===== config.mk =====
export PLATFORM = sky130hd
export DESIGN_NAME = regfile_wb_sched
export DESIGN_NICKNAME = d
export VERILOG_FILES = /design/src/rtl/regfile_wb_sched.sv
export SDC_FILE = /design/constraint.sdc
export NUM_CORES = 1
export LEC_CHECK = 0
export CELL_PAD_IN_SITES_DETAIL_PLACEMENT = 0
export CELL_PAD_IN_SITES_GLOBAL_PLACEMENT = 1
export CORE_ASPECT_RATIO = 1.5
export CORE_MARGIN = 2
export CORE_UTILIZATION = 44
export DETAILED_ROUTE_END_ITERATION = 16
export HOLD_SLACK_MARGIN = 0.12
export MAX_ROUTING_LAYER = met4
export PLACE_DENSITY = 0.83
export SLEW_MARGIN = 10
export SYNTH_ARGS = -nofsm -noshare
export SYNTH_HDL_FRONTEND = slang
export SYNTH_SLANG_ARGS = --single-unit

===== constraint.sdc =====
create_clock -name clk -period 4.3 [get_ports clk]
set_input_delay 0.86 -clock clk [delete_from_list [all_inputs] [get_ports clk]]
set_output_delay 0.86 -clock clk [all_outputs]
set_load 0.01 [all_outputs]

===== src/rtl/regfile_wb_sched.sv =====
// Write-back scheduler: three per-requester FIFOs drain into the two regfile
// write ports through a rotating-priority arbiter; exports a pending-write bitmap.
module regfile_wb_sched #(
  parameter int unsigned DEPTH = 2,
  parameter int unsigned AW    = 5,
  parameter int unsigned DW    = 32
) (
  input  logic             clk,
  input  logic             rst_n,
  input  logic             flush,
  input  logic [2:0]       req_valid,
  output logic [2:0]       req_ready,
  input  logic [3*AW-1:0]  req_addr,
  input  logic [3*DW-1:0]  req_data,
  output logic             wen0,
  output logic [AW-1:0]    waddr0,
  output logic [DW-1:0]    wdata0,
  output logic             wen1,
  output logic [AW-1:0]    waddr1,
  output logic [DW-1:0]    wdata1,
  output logic [2**AW-1:0] busy,
  output logic             idle
);
  localparam int unsigned NREQ = 3;
  localparam int unsigned PW   = (DEPTH > 1) ? $clog2(DEPTH) : 1;
  localparam int unsigned CW   = $clog2(DEPTH + 1);

  typedef struct packed {
    logic [AW-1:0] addr;
    logic [DW-1:0] data;
  } wb_entry_t;

  wb_entry_t       mem   [NREQ][DEPTH];
  logic [PW-1:0]   rptr  [NREQ];
  logic [PW-1:0]   wptr  [NREQ];
  logic [CW-1:0]   count [NREQ];
  logic [1:0]      rr_ptr;

  wb_entry_t       head  [NREQ];
  logic [NREQ-1:0] head_vld;
  logic [NREQ-1:0] push;
  logic [NREQ-1:0] pop;
  logic            g0_vld;
  logic            g1_vld;
  logic [1:0]      g0_idx;
  logic [1:0]      g1_idx;
  logic [1:0]      last_idx;

  function automatic logic [1:0] wrap3(input logic [2:0] v);
    return (v >= 3'd3) ? 2'(v - 3'd3) : 2'(v);
  endfunction

  // Accept side; writes to r0 are acknowledged but never stored
  always_comb begin
    for (int i = 0; i < NREQ; i++) begin
      req_ready[i] = !flush && (count[i] < CW'(DEPTH));
      push[i]      = req_valid[i] && req_ready[i] && (req_addr[i*AW +: AW] != '0);
      head[i]      = mem[i][rptr[i]];
      head_vld[i]  = (count[i] != '0);
    end
  end

  // Rotating scan; a same-address second head leaves port 1 idle to keep order
  always_comb begin
    logic [1:0] idx;
    logic       done;
    g0_vld = 1'b0;
    g0_idx = '0;
    g1_vld = 1'b0;
    g1_idx = '0;
    idx    = '0;
    done   = 1'b0;
    for (int k = 0; k < NREQ; k++) begin
      idx = wrap3(3'(rr_ptr) + 3'(k));
      if (head_vld[idx] && !done) begin
        if (!g0_vld) begin
          g0_vld = 1'b1;
          g0_idx = idx;
        end else begin
          done = 1'b1;
          if (head[idx].addr != head[g0_idx].addr) begin
            g1_vld = 1'b1;
            g1_idx = idx;
          end
        end
      end
    end
    last_idx = g1_vld ? g1_idx : g0_idx;
  end

  always_comb begin
    pop = '0;
    if (!flush) begin
      if (g0_vld) pop[g0_idx] = 1'b1;
      if (g1_vld) pop[g1_idx] = 1'b1;
    end
  end

  always_ff @(posedge clk) begin
    for (int i = 0; i < NREQ; i++) begin
      if (push[i]) begin
        mem[i][wptr[i]] <= wb_entry_t'{addr: req_addr[i*AW +: AW], data: req_data[i*DW +: DW]};
      end
    end
  end

  always_ff @(posedge clk or negedge rst_n) begin
    if (!rst_n) begin
      for (int i = 0; i < NREQ; i++) begin
        rptr[i]  <= '0;
        wptr[i]  <= '0;
        count[i] <= '0;
      end
    end else if (flush) begin
      for (int i = 0; i < NREQ; i++) begin
        rptr[i]  <= '0;
        wptr[i]  <= '0;
        count[i] <= '0;
      end
    end else begin
      for (int i = 0; i < NREQ; i++) begin
        if (push[i]) wptr[i] <= wptr[i] + PW'(1);
        if (pop[i])  rptr[i] <= rptr[i] + PW'(1);
        count[i] <= count[i] + CW'(push[i]) - CW'(pop[i]);
      end
    end
  end

  // Staged write ports and rotation pointer
  always_ff @(posedge clk or negedge rst_n) begin
    if (!rst_n) begin
      rr_ptr <= '0;
      wen0   <= 1'b0;
      waddr0 <= '0;
      wdata0 <= '0;
      wen1   <= 1'b0;
      waddr1 <= '0;
      wdata1 <= '0;
    end else begin
      wen0 <= g0_vld && !flush;
      wen1 <= g1_vld && !flush;
      if (g0_vld && !flush) begin
        waddr0 <= head[g0_idx].addr;
        wdata0 <= head[g0_idx].data;
        rr_ptr <= wrap3(3'(last_idx) + 3'd1);
      end
      if (g1_vld && !flush) begin
        waddr1 <= head[g1_idx].addr;
        wdata1 <= head[g1_idx].data;
      end
    end
  end

  // Pending-write bitmap over occupied FIFO slots and staged ports
  always_comb begin
    logic [PW-1:0] off;
    busy = '0;
    off  = '0;
    for (int i = 0; i < NREQ; i++) begin
      for (int s = 0; s < DEPTH; s++) begin
        off = PW'(s) - rptr[i];
        if (CW'(off) < count[i]) busy[mem[i][s].addr] = 1'b1;
      end
    end
    if (wen0) busy[waddr0] = 1'b1;
    if (wen1) busy[waddr1] = 1'b1;
  end

  assign idle = (head_vld == '0) && !wen0 && !wen1;

endmodule


==> results of run 1 <==
-- registers in the layout, indices dropped and copies added (netlist names), 3 cells and up --
| signal | flops |
|---|---|
| count | 6 |
| rptr | 3 |
| wdata0 | 32 |
| mem | 222 |
| wptr | 3 |
| wdata1 | 32 |
| waddr0 | 5 |
| waddr1 | 5 |
-- final timing paths --
kind | depth (start not counted) | to | slack (ps)
setup / recovery | 8 | busy[2] | 140
hold / removal | 1 | wdata1[9]$_DFFE_PN0P_ | 450
setup reg to reg | 18 | count[5]$_DFF_PN0_ | 290
hold reg to reg | 2 | wdata0[4]$_DFFE_PN0P_ | 490
max in group asynchronous | 2 | wdata0[30]$_DFFE_PN0P_ | 2890
min in group clk | 2 | wdata0[4]$_DFFE_PN0P_ | 490
-- cell families after synthesis --
logic type,Yosys count,share of synthesized area [%]
xor+xnor,20,1.10
fa+ha+maj,10,0.770
compound gates,382,15.5
simple gates,375,12.5
buf+inv,112,3.27
mux,161,11.0
flops,312,56.0
-- report_power, final --
part	leakage, nW	total, mW	switching (mW)	internal (mW)
Clock	0.423	2.41	1.12	1.28
Combinational	3.60	6.43	3.65	2.78
Sequential	3.15	4.26	0.450	3.81
Total	7.18	13.1	5.22	7.87
-- Yosys cell counts (14+ instances only) --
master and count:
a21oi_1 60, a22oi_1 41, o22ai_1 75, o21ai_1 33, edfxtp_1 222, nand3_1 27, mux2i_1 53, nand2_1 96
inv_1 17, a221oi_1 42, or3_1 14, nand3b_1 22, clkbuf_1 69, dfrtp_1 90, nor2b_1 35, xnor2_1 16
o21ai_0 67, mux2_2 108, nor3_1 20, o211ai_1 14, nor3b_1 14, nor2_1 88
-- layout by cell type, fill, tap and decap left out, types with 12 or more instances in the layout --
master           Yosys  routed
nor3_1              20      20
mux2i_1             53      53
buf_4                2      62
a221oi_1            42      42
o211ai_1            14      14
a21oi_1             60      56
or3_1               14      14
a22oi_1             41      41
nand3_1             27      26
dfrtp_1             90      87
nand2_1             96      95
edfxtp_1           222     222
xnor2_1             16      16
clkbuf_16            0      28
nor2_1              88      82
mux2_2             108     108
inv_1               17      17
nor2b_1             35      35
nand3b_1            22      22
a211oi_1            13      13
nor3b_1             14      12
o21ai_0             67      67
o22ai_1             75      75
clkdlybuf4s50_1      0     227
o21ai_1             33      32
-- worst reg2reg max path, cell delays in order, from the launching register on --
cell and delay, ps:
dfrtp_1 350, inv_1 60, ha_1 390, nor3b_1 200, o21a_1 280, or3_1 380, a31oi_1 200, xnor2_1 140
nor4_4 440, a21boi_2 130, a211oi_1 280, a21oi_1 120, nor2_1 110, ha_1 230, inv_1 60, ha_1 150
xor2_1 180, xnor2_1 140, nor2_1 50
-- metrics by stage --
stage                     total power, mW  cells  hold WS [ps]
final                                13.1   2110           454
after detailed placement             10.7   2053           474
after CTS                            13.1   2105           463
after global routing                 13.8   2110           501
after global placement               10.6   2053           469
after floorplan                      7.93   1372           516
-- cell type report --
type                       count  area [um2]  share of cell area [%]
sequential                   312        8920                    44.6
multi-input combinational    948        6600                    33.0
timing repair buffer         298        2920                    14.6
clock buffer                  38         738                    3.69
tap                          478         598                    2.99
clock inverter                14         139                   0.695
inverter                      17        63.8                   0.319
antenna                        5        12.5                  0.0626
-- layer usage --
layer	part of all wire, %	vias to the layer above	wire length, um	global-route usage [%]
met2	53	598	29500	54.7
met4	5.8	0	3230	16.3
met3	6.4	184	3550	4.94
met1	35	6331	19200	31.3
met5	0	-	0	-
li1	-	5747	-	-
-- timing repair --
item | CTS | global route
hold endpoints to repair | 0 | 0
endpoints found under the setup margin | 1 | 4
gates resized for setup | 1 | 2
==> reports/summary.txt, run 1 <==
CTS Buf Count - 28
Worst Path Required - 3440 ps
Post-Place Worst Slack - 319 ps
DRC errors left - 0
Final setup vio count - 0
Placed Area - 19100 um2
Via count of the first global-routing pass - 13657
H-Tree Depth - 1
RSZ-0062 raised after global routing - false
Final WL - 55500 um
Wire per inst - 26.3 um
EDFF count, synth - 222
CP startpoint - rptr[0]$_DFFE_PN0P_
Final WS setup - 144 ps
Clk_skew - 45.5 ps
P_leak - 7.18 nW
CP max stage delay - 530 ps
Yosys cell types - 69
Worst skew pair latency - 590 ps
Min Tclk post-route - 4160 ps
Yosys reg bits - 312
Rel. slew slack - 33.8%
CTS root buf - clkbuf_16
CTS tree - yes
DRT iter0 DRCs - 992
# fillers - 3129
PwrDens - 655 nW/um2
# rows - 85
Nets@finish - 1731
CP Launch Type - flop
RR Startpoint - rr_ptr[0]$_DFFE_PN0P_
Syn Inst Count - 1372
Clock buffer depth - 3
Post-CTS setup buffer count - 0
Area grow syn2layout - 25.5%
Peak supply drop - 0.000393 V
Core area - 35800 um2
Fraction of registers with async set/reset - 28.8%
Worst slew pin tran - 989 ps
Post-synth top area share - 41.8%
Die footprint - 37800 um2
Ys flop type - edfxtp_1
Starting Density - 44.5%
GRT overflow - 0
I/O Pins - 229
Fraction of layout instances using a drive strength above 1 - 16.5%
Final Hold Viols - 0
Synthesized net count - 1498
Crit-path cells - inv_1 > a21oi_1 > nor2_1 > and2_0 > buf_4 > a221oi_1 > nand2_1 > clkdlybuf4s50_1
Die X - 159 um
Post-synth top area cell - edfxtp_1
Max FO, Critical Path - 11
Critical path endpoint category - output pin
WP data arrival - 3300 ps
Synth top area cells - edfxtp_1 42%, dfrtp_1 14%, mux2_2 7.6%
Total track usage - 30.3%
Aggregate negative setup slack - 0 ps
CTS clk-pin slew, worst paths - 70 ps
GPL Wtd Cong - 1.01
Clock Sinks - 312
Status - complete, no violations
WP buf/inv - 3
Vias per inst - 6.09
Port Buffers - 228
Maximum clock rate - 241 MHz
Post-detail-place hpwl - 39200 um
Global-route wire length before repair - 83600 um
Warnings from Yosys - 0
Post-DRT Antenna Nets - 0
Antenna violations before repair - 5
Top delay family on crit path - buffers and inverters
Period utilization - 96.7%
Fin. max-slew vios - 0
Hold WC Path Type - in2async
Die Height - 237 um
Number of detailed-route iterations in the first pass - 5
Syn avg cell area - 11.6 um2
Kind of critical path - reg2out
Post-cts hold buffer count - 0
Final instance area - 20000 um2
Register area share after synthesis - 56.0%
Pin count of the biggest net entering global routing - 66
Max Cap Viol - 0
Crit-path slowest cell - dfrtp_2
Util after Layout - 55.8%
Vias - 12860
Synthesized area - 15900 um2
No activity file was read; power rests on OpenSTA's default activity.
==> run 2: changes to the inputs <==
- CORE_UTILIZATION: 44 -> 40
- PLACE_DENSITY: 0.83 -> 0.79
- clock period: 4.3 -> 3.35 ns (I/O delays scaled with it)
==> run 2 against run 1 <==
  * The flow now finishes with violations (negative setup slack)
  * Final cell count is 9.6% higher
  * Critical path depth is 10 higher
  * First-iteration DRC count is 31% higher
  * Global-route usage fell by 1.0 points
  * Worst hold slack got worse by 320 ps
  * Critical endpoint is now count[1]$_DFF_PN0_
  * Largest cell class unchanged
  * Highest routed layer unchanged
==> reports/summary.txt, run 2 (same netlist as run 1, synthesis figures left out) <==
CTS root buf - clkbuf_16
Final WS setup - -386 ps (-530 ps)
DRT iter0 DRCs - 1298 (+31%)
Max reg flops - 222 (unchanged)
Vias per inst - 5.97 (-2.1%)
RR Endpoint - count[1]$_DFF_PN0_
Crit-path slowest cell - nor4_4
PwrDens - 857 nW/um2 (+31%)
Die footprint - 41500 um2 (+9.8%)
Core area - 39300 um2 (+9.7%)
CTS tree - yes
Fraction of layout instances using a drive strength above 1 - 28.4% (+12 points)
Commonest non-fill, non-tap cell in the layout - edfxtp_1
Total track usage - 29.2% (-1.0 points)
Worst r2r path cells - 18 (unchanged)
Max Cap Viol - 0 (unchanged)
Max FO, Critical Path - 5 (-6)
Reg2Reg Setup Slack - -390 ps (-680 ps)
Worst slew pin tran - 1140 ps (+152 ps)
Final Hold Viols - 0 (unchanged)
Number of stages on the worst setup path - 18 (+10)
Pin count of the biggest net entering global routing - 40 (-39%)
CP Launch Type - flop
Min Tclk post-route - 3740 ps
CP max stage delay - 430 ps (-100 ps)
CTS clk-pin slew, worst paths - 70 ps (about the same)
GRT overflow - 0 (unchanged)
Antenna violations before repair - 4 (-1)
Placed Cells - 2220 (+8.1%)
CP startpoint - rr_ptr[0]$_DFFE_PN0P_
Clock Sinks - 312 (unchanged)
Area grow syn2layout - 38.3%
CTS Buf Count - 27 (-3.6%)
I/O Pins - 229 (unchanged)
Kind of critical path - reg2reg
Post-DRT Antenna Nets - 0 (unchanged)
H-Tree Depth - 1 (unchanged)
WP data arrival - 4180 ps (+880 ps)
Via count of the first global-routing pass - 14470 (+6.0%)
Fin. max-slew vios - 0 (unchanged)
Hold WC Path Type - in2async
RR Startpoint - rr_ptr[0]$_DFFE_PN0P_
Die X - 167 um (+4.8%)
P_leak - 8.57 nW (+19%)
Peak supply drop - 0.000698 V (+78%)
Rel. slew slack - 23.8% (-10 points)
WP buf/inv - 3 (unchanged)
Top delay family on crit path - simple AND/OR/NAND/NOR gates
GPL Wtd Cong - 1.04 (+2.6%)
Worst setup path end - count[1]$_DFF_PN0_
RSZ-0062 raised after global routing - true
Global-route wire length before repair - 88900 um (+6.3%)
Maximum clock rate - 268 MHz
Worst Path Required - 3790 ps (+350 ps)
Clock buffer depth - 3 (unchanged)
Worst skew pair latency - 560 ps (-30 ps)
Number of detailed-route iterations in the first pass - 6 (+1)
# fillers - 3376 (+7.9%)
DRC errors left - 0 (unchanged)
Critical path endpoint category - flop
Port Buffers - 228 (unchanged)
Final WL - 60400 um (+8.8%)
# rows - 89 (+4.7%)
Util after Layout - 56.0% (+0.26 points)
Post-detail-place hpwl - 43800 um (+12%)
Starting Density - 40.5% (-3.9 points)
Top cell by count, worst path - xnor2_1
Nets@finish - 1913 (+11%)
Die Height - 248 um (+4.8%)
Status - finished with violations
Wire per inst - 26.1 um (-0.71%)
Period utilization - 112%
Most frequent cells in the layout - 222 x edfxtp_1, 220 x buf_4, 194 x clkdlybuf4s50_1, 108 x mux2_2, 92 x nand2_1
Clk_skew - 14.6 ps (-30.9 ps)
Post-Layout Cell Count - 2312 (+9.6%)
Vias - 13797 (+7.3%)
Crit-path cells - inv_2 > ha_4 > nor3b_4 > o21a_2 > or3_1 > a31oi_2 > xnor2_1 > nor4_4 > a211oi_2 > a21oi_4 > buf_6 > a21oi_1 > ha_1 > inv_1 > ha_2 > xor2_1 > xnor2_1 > nor2_1
Final setup vio count - 43 (+43)
Failing checks - negative setup slack
[run 2: cell types whose count changed in the layout (fill, tap and decap cells not counted), sizes merged, moves of 3 or more]
cell | previous run | this run
inv | 17 | 20
clkdlybuf4s50 | 227 | 194
dlymetal6s2s | 0 | 14
buf | 71 | 254
dlygate4sd2 | 0 | 16
clkbuf | 38 | 34
bufinv | 1 | 4
[run 2: timing repair]
item	4_1_cts	5_1_grt
pin swaps	24	36
resized for setup	98	61
setup buffers	33	10
setup endpoints to repair	106	100
hold buffers	0	0
cloned	6	0
[run 2: final cells by class]
type,count,area [um2],area share [%]
antenna,4,10.0,0.0454
clock buffer,33,718,3.26
clock inverter,17,200,0.909
inverter,17,63.8,0.290
multi-input combinational,949,6960,31.6
sequential,312,8930,40.5
tap,500,626,2.84
timing repair buffer,480,4520,20.5
[run 2: where the power goes]
part / switching (mW) / internal (mW)
clock: 1.41 / 1.85
combinational: 5.37 / 4.85
sequential: 0.500 / 4.90
total: 7.28 / 11.6
[run 2: metal layers]
| layer | vias to the layer above | share of wire, % | routed length (um) | GRT usage (%) |
|---|---|---|---|---|
| li1 | 6117 | - | - | - |
| met1 | 6782 | 35 | 21100 | 30.3 |
| met2 | 664 | 52 | 31500 | 51.6 |
| met3 | 234 | 6.0 | 3600 | 4.54 |
| met4 | 0 | 7.0 | 4250 | 18.1 |
| met5 | - | 0 | 0 | - |
[run 2: through the flow]
step                hold WS [ps]  worst slack, ps  instance area, um2  power, mW  TNS, ps
CTS                          143             -336               21900       18.7    -3810
global placement             467             -415               20300       14.8    -2730
finish                       131             -386               22000       18.9    -6700
global route                 152             -590               22000       19.8   -12970
floorplan                    374             -228               15900       10.2     -618
detailed placement           470             -474               20300       14.9    -7440
[run 2: worst min path at each step]
stage	startpoint	to	slack, ps
floorplan	rst_n	count[0]$_DFF_PN0_	370
global placement	wdata0[31]$_DFFE_PN0P_	wdata0[31]$_DFFE_PN0P_	470
detailed placement	wdata0[26]$_DFFE_PN0P_	wdata0[26]$_DFFE_PN0P_	470
CTS	rst_n	wdata1[18]$_DFFE_PN0P_	140
global route	rst_n	wdata1[16]$_DFFE_PN0P_	150
finish	rst_n	wdata1[16]$_DFFE_PN0P_	130
[run 2: worst register-to-register path: cells and delay by family, from the launching register on]
kind / cells / cell delay [ps]
buffers and inverters: 3 / 280
AOI/OAI and AO/OA: 5 / 830
DFF: 1 / 410
xor gates and xnor gates: 3 / 490
adders and majority gates: 3 / 640
and+or+nand+nor: 4 / 1000
==> run 3: changes to the inputs <==
- ABC_CLOCK_PERIOD_IN_PS: default -> 4300
- CORE_UTILIZATION: 40 -> 47
- GPL_TIMING_DRIVEN: default -> 0
- PLACE_DENSITY: 0.79 -> 0.87
- clock period: 3.35 -> 4.3 ns (I/O delays scaled with it)
==> run 3 against run 2 <==
  * The run now ends clean
  * Non-clock buffer count shrank 140
  * Count of clock-buffer cells in the layout grew 8
  * Wire length shrank 2.4%
  * Sequential power shrank 22%
  * Cell area shrank 8.7%
  * Clock skew grew 1.3 ps
  * Via count shrank 3.5%
  * Total power shrank 29%
  * Final cell count shrank 9.5%
  * First-iteration DRC count shrank 28%
  * Global-route usage grew 4.8 points
  * Largest power group unchanged
  * Highest routed layer unchanged
==> reports/summary.txt, run 3 (same netlist as run 1, synthesis figures left out) <==
Status - complete, no violations
Comb pwr share - 49.9% (-4.2 points)
DRC errors left - 0 (unchanged)
Area grow syn2layout - 26.2%
Vias - 13317 (-3.5%)
Pin count of the biggest net entering global routing - 56 (+40%)
Commonest non-fill, non-tap cell in the layout - clkdlybuf4s50_1
CTS root buf - clkbuf_16
Critical path endpoint category - output pin
DRT iter0 DRCs - 931 (-28%)
RR Endpoint - count[5]$_DFF_PN0_
Hold WC Path Type - in2async
Clock buffer depth - 3 (unchanged)
I/O Pins - 229 (unchanged)
PwrDens - 666 nW/um2 (-22%)
Final instance area - 20100 um2 (-8.7%)
CTS tree - yes
Number of detailed-route iterations in the first pass - 7 (+1)
CP startpoint - rptr[0]$_DFFE_PN0P_
Fraction of layout instances using a drive strength above 1 - 15.0% (-13 points)
Die footprint - 35400 um2 (-15%)
Final WS setup - 39.6 ps (+426 ps)
WP data arrival - 3400 ps (-780 ps)
Die X - 154 um (-7.6%)
Min Tclk post-route - 4260 ps
Worst r2r path cells - 19 (+1)
CTS Buf Count - 28 (+3.7%)
Clk_skew - 16.0 ps (+1.34 ps)
Port Buffers - 228 (unchanged)
Placed Area - 19000 um2 (-6.8%)
Worst skew pair latency - 570 ps (about the same)
Maximum clock rate - 235 MHz
Max Cap Viol - 0 (unchanged)
Placed Cells - 2030 (-8.6%)
Via count of the first global-routing pass - 13914 (-3.8%)
Hold slack - 285 ps (+153 ps)
H-Tree Depth - 1 (unchanged)
Most frequent cells in the layout - 227 x clkdlybuf4s50_1, 222 x edfxtp_1, 108 x mux2_2, 92 x nand2_1, 90 x dfrtp_1
Worst setup path end - busy[17]
RR Startpoint - rr_ptr[0]$_DFFE_PN0P_
Clock Sinks - 312 (unchanged)
CP Launch Type - flop
RSZ-0062 raised after global routing - true
CTS clk-pin slew, worst paths - 80 ps (about the same)
Switching power of the nets - 5.47 mW (-25%)
Overall Power - 13.4 mW (-29%)
Starting Density - 47.6% (+7.1 points)
Period utilization - 99.1%
# rows - 82 (-7.9%)
Clock power frac - 18.7% (+1.4 points)
Final WL - 58900 um (-2.4%)
Worst slew pin tran - 1020 ps (-123 ps)
Reg power frac - 31.4% (+2.8 points)
Rel. slew slack - 31.9% (+8.1 points)
P_leak - 7.20 nW (-16%)
Post-Place Worst Slack - -909 ps (-436 ps)
Peak supply drop - 0.000579 V (-17%)
Reg2Reg Setup Slack - 210 ps (+600 ps)
Post-DRT Antenna Nets - 0 (unchanged)
GPL Wtd Cong - 1.03 (-0.73%)
Die Height - 229 um (-7.6%)
Global-route wire length before repair - 86100 um (-3.1%)
# fillers - 2782 (-18%)
Max reg flops - 222 (unchanged)
Post-Layout Cell Count - 2093 (-9.5%)
Nets@finish - 1773 (-7.3%)
Post-detail-place hpwl - 43500 um (-0.58%)
Fin. max-slew vios - 0 (unchanged)
Final setup vio count - 0 (-100%)
Worst Path Required - 3440 ps (-350 ps)
Sw Share - 40.9% (+2.3 points)
Antenna violations before repair - 4 (unchanged)
Wire per inst - 28.2 um (+7.8%)
Vias per inst - 6.36 (+6.6%)
Pint - 7.92 mW (-32%)
Total track usage - 34.0% (+4.8 points)
Kind of critical path - reg2out
Core area - 33400 um2 (-15%)
Final Hold Viols - 0 (unchanged)
GRT overflow - 0 (unchanged)
Max FO, Critical Path - 16 (+11)
run 3: layout make-up:
cell class	count	area, um2	area share [%]
inverter	17	63.8	0.317
clock buffer	41	810	4.03
tap	420	526	2.61
timing repair buffer	249	2550	12.7
clock inverter	11	104	0.516
sequential	312	8920	44.4
multi-input combinational	948	6660	33.1
antenna	4	10.0	0.0498
buffer	91	473	2.35
run 3: power by group through the flow:
| stage | Sequential [mW] | Combinational [mW] | Clock (mW) |
|---|---|---|---|
| finish | 4.20 | 6.68 | 2.51 |
| global route | 4.24 | 7.13 | 2.64 |
| CTS | 4.18 | 6.47 | 2.52 |
| detailed placement | 4.23 | 6.37 | 0 |
| global placement | 4.23 | 6.23 | 0 |
| floorplan | 4.27 | 3.66 | 0 |
run 3: worst min-delay path by stage:
stage	from	to
final	rst_n	wdata0[17]$_DFFE_PN0P_
after CTS	rst_n	count[4]$_DFF_PN0_
after detailed placement	wdata0[1]$_DFFE_PN0P_	wdata0[1]$_DFFE_PN0P_
after global routing	rst_n	wdata0[17]$_DFFE_PN0P_
after floorplan	wdata0[0]$_DFFE_PN0P_	wdata0[0]$_DFFE_PN0P_
after global placement	wdata0[1]$_DFFE_PN0P_	wdata0[1]$_DFFE_PN0P_
run 3: through the flow:
step                util, %  TNS [ps]
floorplan                 -         0
global placement       56.0   -421830
detailed placement     56.7     -3550
CTS                    59.8         0
global route           60.1     -58.6
finish                 60.1         0
run 3: critical path: stages (launching register included):
cell and delay [ps]:
dfrtp_1 370, clkbuf_4 270, inv_1 170, a21o_1 190, nand2_1 80, nor2_1 780, a21oi_1 230, nand3_1 190
clkdlybuf4s50_1 550
run 3: per-layer routing:
| metal | vias up | GRT usage, % | part of all wire (%) |
|---|---|---|---|
| li1 | 5839 | - | - |
| met5 | - | - | 0 |
| met2 | 674 | 61.8 | 54 |
| met3 | 240 | 5.43 | 6.5 |
| met4 | 0 | 20.4 | 6.7 |
| met1 | 6564 | 33.9 | 33 |
run 3: what timing repair did:
action / in CTS / in global routing
pin swaps: 1 / 5
endpoints found under the setup margin: 61 / 32
resized for setup: 21 / 21
buffers inserted: 6 / 5
hold buffers: 0 / 0
gates cloned: 0 / 0
